`config.mk`:
```
export PLATFORM = sky130hd
export DESIGN_NAME = quad_downmixer_flat
export DESIGN_NICKNAME = d
export VERILOG_FILES = /design/src/rtl/quad_downmixer_pkg.sv /design/src/rtl/quad_downmixer_if.sv /design/src/rtl/quad_downmixer_lo_term.sv /design/src/rtl/quad_downmixer.sv /design/src/flat_wrapper.sv
export SDC_FILE = /design/constraint.sdc
export NUM_CORES = 1
export LEC_CHECK = 0
export ABC_AREA = 0
export CORE_ASPECT_RATIO = 1.5
export CORE_MARGIN = 3
export CORE_UTILIZATION = 35
export CTS_BUF_LIST = sky130_fd_sc_hd__clkbuf_16
export DETAILED_ROUTE_END_ITERATION = 16
export DONT_BUFFER_PORTS = 1
export GPL_TIMING_DRIVEN = 0
export SYNTH_ARGS = -nofsm -noshare
export SYNTH_HDL_FRONTEND = slang
export SYNTH_SLANG_ARGS = --single-unit
```
`constraint.sdc`:
```
create_clock -name clk -period 15 [get_ports clk]
set_clock_uncertainty 0.1 [all_clocks]
set_input_delay 3 -clock clk [delete_from_list [all_inputs] [get_ports clk]]
set_output_delay 3 -clock clk [all_outputs]
set_load 0.02 [all_outputs]
```
`src/rtl/quad_downmixer_pkg.sv`:
```
// Shared constants and LO lookup for the quadrature mixers.
// LO codes per rail: 01 = +1, 10 = -1, 00 = 0 (11 is never produced).
package quad_downmixer_pkg;

    localparam int SAMPLE_W = 15;

    typedef enum logic [1:0] {
        LO_ZERO = 2'b00,
        LO_POS  = 2'b01,
        LO_NEG  = 2'b10
    } lo_code_t;

    typedef struct packed {
        lo_code_t i;
        lo_code_t q;
    } lo_pair_t;

    // fs/4 LO: I = cos, Q = -sin
    function automatic lo_pair_t phase_lo(input logic [1:0] phase);
        lo_pair_t p;
        case (phase)
            2'd0:    begin p.i = LO_POS;  p.q = LO_ZERO; end
            2'd1:    begin p.i = LO_ZERO; p.q = LO_NEG;  end
            2'd2:    begin p.i = LO_NEG;  p.q = LO_ZERO; end
            default: begin p.i = LO_ZERO; p.q = LO_POS;  end
        endcase
        return p;
    endfunction

endpackage

```
`src/rtl/quad_downmixer_if.sv`:
```
// Sample input and decimated I/Q output of the down-mixer.
//   in_valid/in_data/sync : sample source -> mixer (no backpressure)
//   out_valid/out_ready   : output handshake
//   out_i/out_q           : decimated pair, overrun: sticky overwrite flag
interface quad_downmixer_if;
    import quad_downmixer_pkg::*;

    logic                       in_valid;
    logic signed [SAMPLE_W-1:0] in_data;
    logic                       sync;
    logic                       out_valid;
    logic                       out_ready;
    logic signed [SAMPLE_W-1:0] out_i;
    logic signed [SAMPLE_W-1:0] out_q;
    logic                       overrun;

    modport slave (
        input  in_valid, in_data, sync, out_ready,
        output out_valid, out_i, out_q, overrun
    );

    modport master (
        output in_valid, in_data, sync, out_ready,
        input  out_valid, out_i, out_q, overrun
    );

endinterface

```
`src/rtl/quad_downmixer_lo_term.sv`:
```
// Multiplies a sign-extended sample by one LO rail code (+1, -1 or 0).
//   code : LO code for this rail
//   x    : sample, already sign-extended to W bits
//   term : selected product
module lo_term
    import quad_downmixer_pkg::*;
#(
    parameter int W = 19
) (
    input  lo_code_t           code,
    input  logic signed [W-1:0] x,
    output logic signed [W-1:0] term
);

    always_comb begin
        term = '0;
        case (code)
            LO_POS:  term = x;
            LO_NEG:  term = -x;
            default: term = '0;
        endcase
    end

endmodule

```
`src/rtl/quad_downmixer.sv`:
```
// fs/4 quadrature down-mixer with integrate-and-dump decimation by DECIM.
//   clk, rst : system clock, synchronous active-high reset
//   bus      : sample input and I/Q output handshake (slave side)
//
// state | meaning
// ACCUM | summing accepted samples, counter below DECIM-1
// DUMP  | last sample of the block: result loaded, sums and counter cleared
module quad_downmixer
    import quad_downmixer_pkg::*;
#(
    parameter int DECIM     = 16,
    parameter int LOG_DECIM = $clog2(DECIM)
) (
    input  logic              clk,
    input  logic              rst,
    quad_downmixer_if.slave   bus
);

    localparam int ACC_W = SAMPLE_W + LOG_DECIM;
    localparam logic [LOG_DECIM-1:0] CNT_LAST = LOG_DECIM'(DECIM - 1);

    logic [1:0]              phase;
    logic [LOG_DECIM-1:0]    cnt;
    logic signed [ACC_W-1:0] acc_i, acc_q;
    logic signed [ACC_W-1:0] ext, term_i, term_q;
    logic signed [ACC_W-1:0] sum_i, sum_q, shr_i, shr_q;
    lo_pair_t                lo;
    logic                    accept, dump;

    logic                       out_valid_r, overrun_r;
    logic signed [SAMPLE_W-1:0] out_i_r, out_q_r;

    assign lo     = phase_lo(phase);
    // widen before negation so -16384 maps to +16384
    assign ext    = {{LOG_DECIM{bus.in_data[SAMPLE_W-1]}}, bus.in_data};
    assign accept = bus.in_valid && !bus.sync;
    assign dump   = accept && (cnt == CNT_LAST);

    lo_term #(.W(ACC_W)) u_term_i (.code(lo.i), .x(ext), .term(term_i));
    lo_term #(.W(ACC_W)) u_term_q (.code(lo.q), .x(ext), .term(term_q));

    assign sum_i = acc_i + term_i;
    assign sum_q = acc_q + term_q;
    // only DECIM/2 samples per rail are nonzero, hence the LOG_DECIM-1 shift
    assign shr_i = sum_i >>> (LOG_DECIM - 1);
    assign shr_q = sum_q >>> (LOG_DECIM - 1);

    // upper bits are always copies of the sign by range
    logic unused_hi;
    assign unused_hi = ^{shr_i[ACC_W-1:SAMPLE_W], shr_q[ACC_W-1:SAMPLE_W]};

    always_ff @(posedge clk) begin
        if (rst) begin
            phase       <= '0;
            cnt         <= '0;
            acc_i       <= '0;
            acc_q       <= '0;
            out_valid_r <= 1'b0;
            out_i_r     <= '0;
            out_q_r     <= '0;
            overrun_r   <= 1'b0;
        end else begin
            if (bus.sync) begin
                phase <= '0;
                cnt   <= '0;
                acc_i <= '0;
                acc_q <= '0;
            end else if (bus.in_valid) begin
                phase <= phase + 2'd1;
                if (dump) begin
                    cnt   <= '0;
                    acc_i <= '0;
                    acc_q <= '0;
                end else begin
                    cnt   <= cnt + LOG_DECIM'(1);
                    acc_i <= sum_i;
                    acc_q <= sum_q;
                end
            end

            if (dump) begin
                out_i_r     <= shr_i[SAMPLE_W-1:0];
                out_q_r     <= shr_q[SAMPLE_W-1:0];
                out_valid_r <= 1'b1;
                if (out_valid_r && !bus.out_ready)
                    overrun_r <= 1'b1;
            end else if (out_valid_r && bus.out_ready) begin
                out_valid_r <= 1'b0;
            end
        end
    end

    assign bus.out_valid = out_valid_r;
    assign bus.out_i     = out_i_r;
    assign bus.out_q     = out_q_r;
    assign bus.overrun   = overrun_r;

endmodule

```
`src/flat_wrapper.sv`:
```
// flat-port wrapper written by rule: the top's interface ports become plain ports
module quad_downmixer_flat import quad_downmixer_pkg::*;
#(
    parameter int DECIM     = 16,
    parameter int LOG_DECIM = $clog2(DECIM)
)
  (clk, rst, bus_in_valid, bus_in_data, bus_sync, bus_out_ready, bus_out_valid, bus_out_i, bus_out_q, bus_overrun);
  quad_downmixer_if bus_i ();
  input  logic clk;
  input  logic rst;
  input wire logic [$bits(bus_i.in_valid)-1:0] bus_in_valid;
  input wire logic [$bits(bus_i.in_data)-1:0] bus_in_data;
  input wire logic [$bits(bus_i.sync)-1:0] bus_sync;
  input wire logic [$bits(bus_i.out_ready)-1:0] bus_out_ready;
  output wire logic [$bits(bus_i.out_valid)-1:0] bus_out_valid;
  output wire logic [$bits(bus_i.out_i)-1:0] bus_out_i;
  output wire logic [$bits(bus_i.out_q)-1:0] bus_out_q;
  output wire logic [$bits(bus_i.overrun)-1:0] bus_overrun;
  assign bus_i.in_valid = bus_in_valid;
  assign bus_i.in_data = bus_in_data;
  assign bus_i.sync = bus_sync;
  assign bus_i.out_ready = bus_out_ready;
  assign bus_out_valid = bus_i.out_valid;
  assign bus_out_i = bus_i.out_i;
  assign bus_out_q = bus_i.out_q;
  assign bus_overrun = bus_i.overrun;
  quad_downmixer #(.DECIM(DECIM), .LOG_DECIM(LOG_DECIM)) u_core (.clk(clk), .rst(rst), .bus(bus_i));
endmodule
```
==> results of run 1 <==
==> Yosys cell counts, drive strengths merged (2+ instances only) <==
library cell	number	area (µm²)
nand2	88	330
a21oi	77	385
dfxtp	74	1480
nor2	49	184
ha	40	500
clkbuf	29	140
o21ai	22	110
a21o	19	143
a22o	19	166
nand3	19	100
xnor2	18	158
mux2i	16	160
nor2b	16	100
inv	15	56.3
xor2	14	123
nand2b	11	68.8
nor3	11	55.1
a211oi	9	67.6
and2	9	58.8
o31ai	7	52.6
and3	6	37.5
a31oi	5	31.3
buf	5	50.1
or3	5	33.8
nor4	4	40.0
o211ai	4	30.0
or2	4	27.5
a211o	3	26.3
a311o	3	30.0
and4	3	26.3
nor4b	3	41.3
a21boi	2	15.0
a311oi	2	17.5
a41oi	2	17.5
fa	2	40.0
nand4	2	12.5
o21bai	2	15.0
o31a	2	18.8
or4	2	18.8
==> layer usage <==
metal / vias up / part of all wire, % / wire, µm / global-route usage [%]
met1: 2233 / 39 / 5770 / 19.4
met4: 0 / 3.5 / 532 / 8.63
met2: 90 / 52 / 7860 / 34.6
met3: 30 / 5.5 / 821 / 5.08
li1: 2306 / - / - / -
met5: - / 0 / 0 / 0
==> critical path, delay by kind of cell <==
kind                     cells  cell delay (ns)
AND/OR/NAND/NOR              8             2.74
adder cells (fa/ha/maj)      1             0.29
AO/OA/AOI/OAI                5             1.10
buffers and inverters        2             0.32
==> where the power goes <==
group	leakage, nW	internal [mW]	switching, mW
clock network	0.153	0.147	0.0927
logic	1.60	0.0283	0.0431
registers	0.598	0.201	0.00352
==> cells in the final DEF, fill, tap and decap left out, drive strengths merged, types with 3 or more instances in the layout <==
| master | instances |
|---|---|
| xnor2 | 18 |
| nor4b | 3 |
| and4 | 3 |
| clkbuf | 38 |
| or3 | 5 |
| o31ai | 7 |
| nor2b | 16 |
| and3 | 6 |
| nand2 | 88 |
| o21ai | 22 |
| and2 | 9 |
| nand3 | 19 |
| nor2 | 49 |
| buf | 5 |
| dfxtp | 74 |
| ha | 40 |
| a22o | 19 |
| a21oi | 77 |
| inv | 17 |
| mux2i | 16 |
| nor4 | 4 |
| nand2b | 11 |
| a31oi | 5 |
| a311o | 3 |
| a21o | 19 |
| xor2 | 14 |
| a211o | 3 |
| a211oi | 9 |
| or2 | 4 |
| nor3 | 11 |
| o211ai | 4 |
==> state kept, by name (all words and copies together), names as in the netlist <==
register and count:
u_core.cnt 4, u_core.bus.overrun 1, u_core.bus.out_q 15, u_core.acc_i 18, u_core.bus.out_valid 1, u_core.acc_q 18, u_core.bus.out_i 15, u_core.phase 2
==> logic make-up (layout without fill, tap and decap cells) <==
family	Yosys count	count (layout)	synth area share, %
xor+xnor	32	32	5.49
fa+ha+maj	42	42	10.6
compound gates	186	186	23.4
simple gates	234	234	22.6
mux	17	17	3.36
buf+inv	51	67	5.53
flops	74	74	29.0
==> worst paths after layout <==
check / from / end / cells past startpoint
max: bus_in_data[5] / u_core.bus.out_i[14]$_SDFFE_PP0P_ / 16
min: u_core.acc_i[16]$_SDFFE_PP0P_ / u_core.acc_i[16]$_SDFFE_PP0P_ / 2
max reg2reg: u_core.phase[0]$_SDFFE_PP0P_ / u_core.acc_q[17]$_SDFFE_PP0P_ / 14
min reg2reg: u_core.acc_i[16]$_SDFFE_PP0P_ / u_core.acc_i[16]$_SDFFE_PP0P_ / 2
==> per-stage QoR <==
stage	total power, mW	cells	util [%]	instance area (µm²)
finish	0.516	844	40.2	5680
global placement	0.278	828	37.9	5350
detailed placement	0.279	828	37.9	5350
CTS	0.520	844	40.2	5680
floorplan	0.262	636	-	5110
global route	0.537	844	40.2	5680
==> cell type report <==
type,count,area [µm²]
plain buffers,35,223
clock buffers,9,225
clock inverters,7,101
fillers,1443,8450
inverters,16,60.1
multi-input cells,511,3340
flip-flops and latches,74,1480
well taps,192,240
==> reports/metrics.yaml, run 1 <==
die:
  floorplan.initialDensity_pct: 36.2
  chipHeight_um: 154
  core_area_um2: 14100
  floorplan.die_area_um2: 16100
  std_cell_rows: 53
  io-pin-count: 52
  die_w_um: 105
critical_path:
  critical-path-slowest-cell: "nor4_1"
  critical-path-top-cell-by-count: "nor4_1"
  cp-end-kind: "register"
  reg2reg_slack_ns: 10.40
  cp.arrival_ns: 7.45
  critical_path.max_fanout: 8
  critical_path.cell_chain: "buf_6 > or4_4 > nor4_1 > a21o_1 > nand2_1 > o31ai_1 > ha_1 > clkbuf_1 > and4_1 > and3_1 > a32oi_1 > a21oi_1 > or4b_4 > nand3_2 > nor4_1 > a311o_1"
  timing.critical_path.required_ns: 15.13
  timing.critical_path.slowest_cell_delay_ns: 1.04
  critPathKind: "in2reg"
  startpoint_type: "input pin"
pwr:
  pwr_density_cell_nw_per_um2: 90.9
  ir_worst_vdd_mv: 0.0658
  leak_pwr_nw: 2.35
clocking:
  buffers_inserted_during_post_cts_setup_optimization: 0
  clk_pin_slew_worst_paths_ns: 0.06
  cts_buf_count: 9
  cts_resized: 0
  cts-root-to-sink-buffers: 2
  clock-root-buffer: "clkbuf_16"
  clock-sinks: 74
  cts-hold-fix-buffers: 0
  clk-insertion-delay-late_ns: 0.35
  h_tree_level_count: 3
  tritoncts: "done"
synthesis:
  ys_async_sr_fraction_pct: 0
  synth.net_count: 698
  synthDistinctLibCells: 65
  post_synth_top_flop: "dfxtp_1"
  syn_avg_cell_area_um2: 8.03
  seq_area_frac_synth_pct: 29.0
  yosysWarnings: 0
  synthesized_flop_and_latch_total: 74
  synth.cell_area_um2: 5110
  synth_enable_flop_cells: 0
  syn-instance-count: 636
cells_and_area:
  antennaDiodeCount: 0
  drive_above_1_share_pct: 6.29
  design.final.nets: 709
  synthToLayoutAreaGrowth_pct: 11.1
place:
  gp_congestion: 0.929
  io_buffers: 0
  dpl_worst_slack_ns: 7.47
  dpl.hpwl_mm: 11.7
timing:
  setup_repair_after_global_routing_missed_its_margin: "false"
  clock.fmax_mhz: 137
  drv_slew: 0
  layout_worst_path_cycle_share_pct: 48.8
  max_slew_margin_vs_limit_pct: 12.7
  totalNegativeSetupSlack_ns: 0
  hold_violations: 0
  layout_min_cycle_time_ns: 7.32
  setup_viol_count_final: 0
  fin_hold_ws_ns: 0.365
  setup_ws_ns: 7.68
  tightestPinTransition_ns: 1.30
routing:
  drt-wirelength-per-cell_um: 17.8
  ant_nets: 0
  number_of_vias_per_cell: 5.52
  drtIter0Drc: 223
  routed_wl_mm: 15.0
  drtPass1Iterations: 4
  drc: 0
  detailroute.via_count: 4659
job:
  cap_violations: 0
global_routing:
  largest_net_degree_at_the_start_of_global_routing: 15
  via_count_of_the_first_global_routing_pass: 4550
  global_route_wire_length_before_repair_mm: 23.5
  grt_antenna_before_repair: 0
  residual_overflow_from_global_routing: 0
  grt_use_total_pct: 18.7
worst_hold_path:
  hold_class: "reg2reg"
run_status:
  result_of_the_run: "completed"
No activity file was read; power rests on OpenSTA's default activity.
==> run 2: changes to the inputs <==
==> constraint.sdc (replaced) <==
create_clock -name clk -period 6.24 [get_ports clk]
set_clock_uncertainty 0.1 [all_clocks]
set_input_delay 1.248 -clock clk [delete_from_list [all_inputs] [get_ports clk]]
set_output_delay 1.248 -clock clk [all_outputs]
set_load 0.02 [all_outputs]
==> results of run 2 <==
The final DEF is identical to that of run 1. Status: completed.
Among the figures that moved: setup slack after placement 7.47 ns -> 0.457 ns; setup slack after layout 7.68 ns -> 0.673 ns; register-to-register setup slack 10.40 ns -> 1.64 ns; total power 0.516 mW -> 1.24 mW; worst IR drop on VDD 0.0658 mV -> 0.158 mV
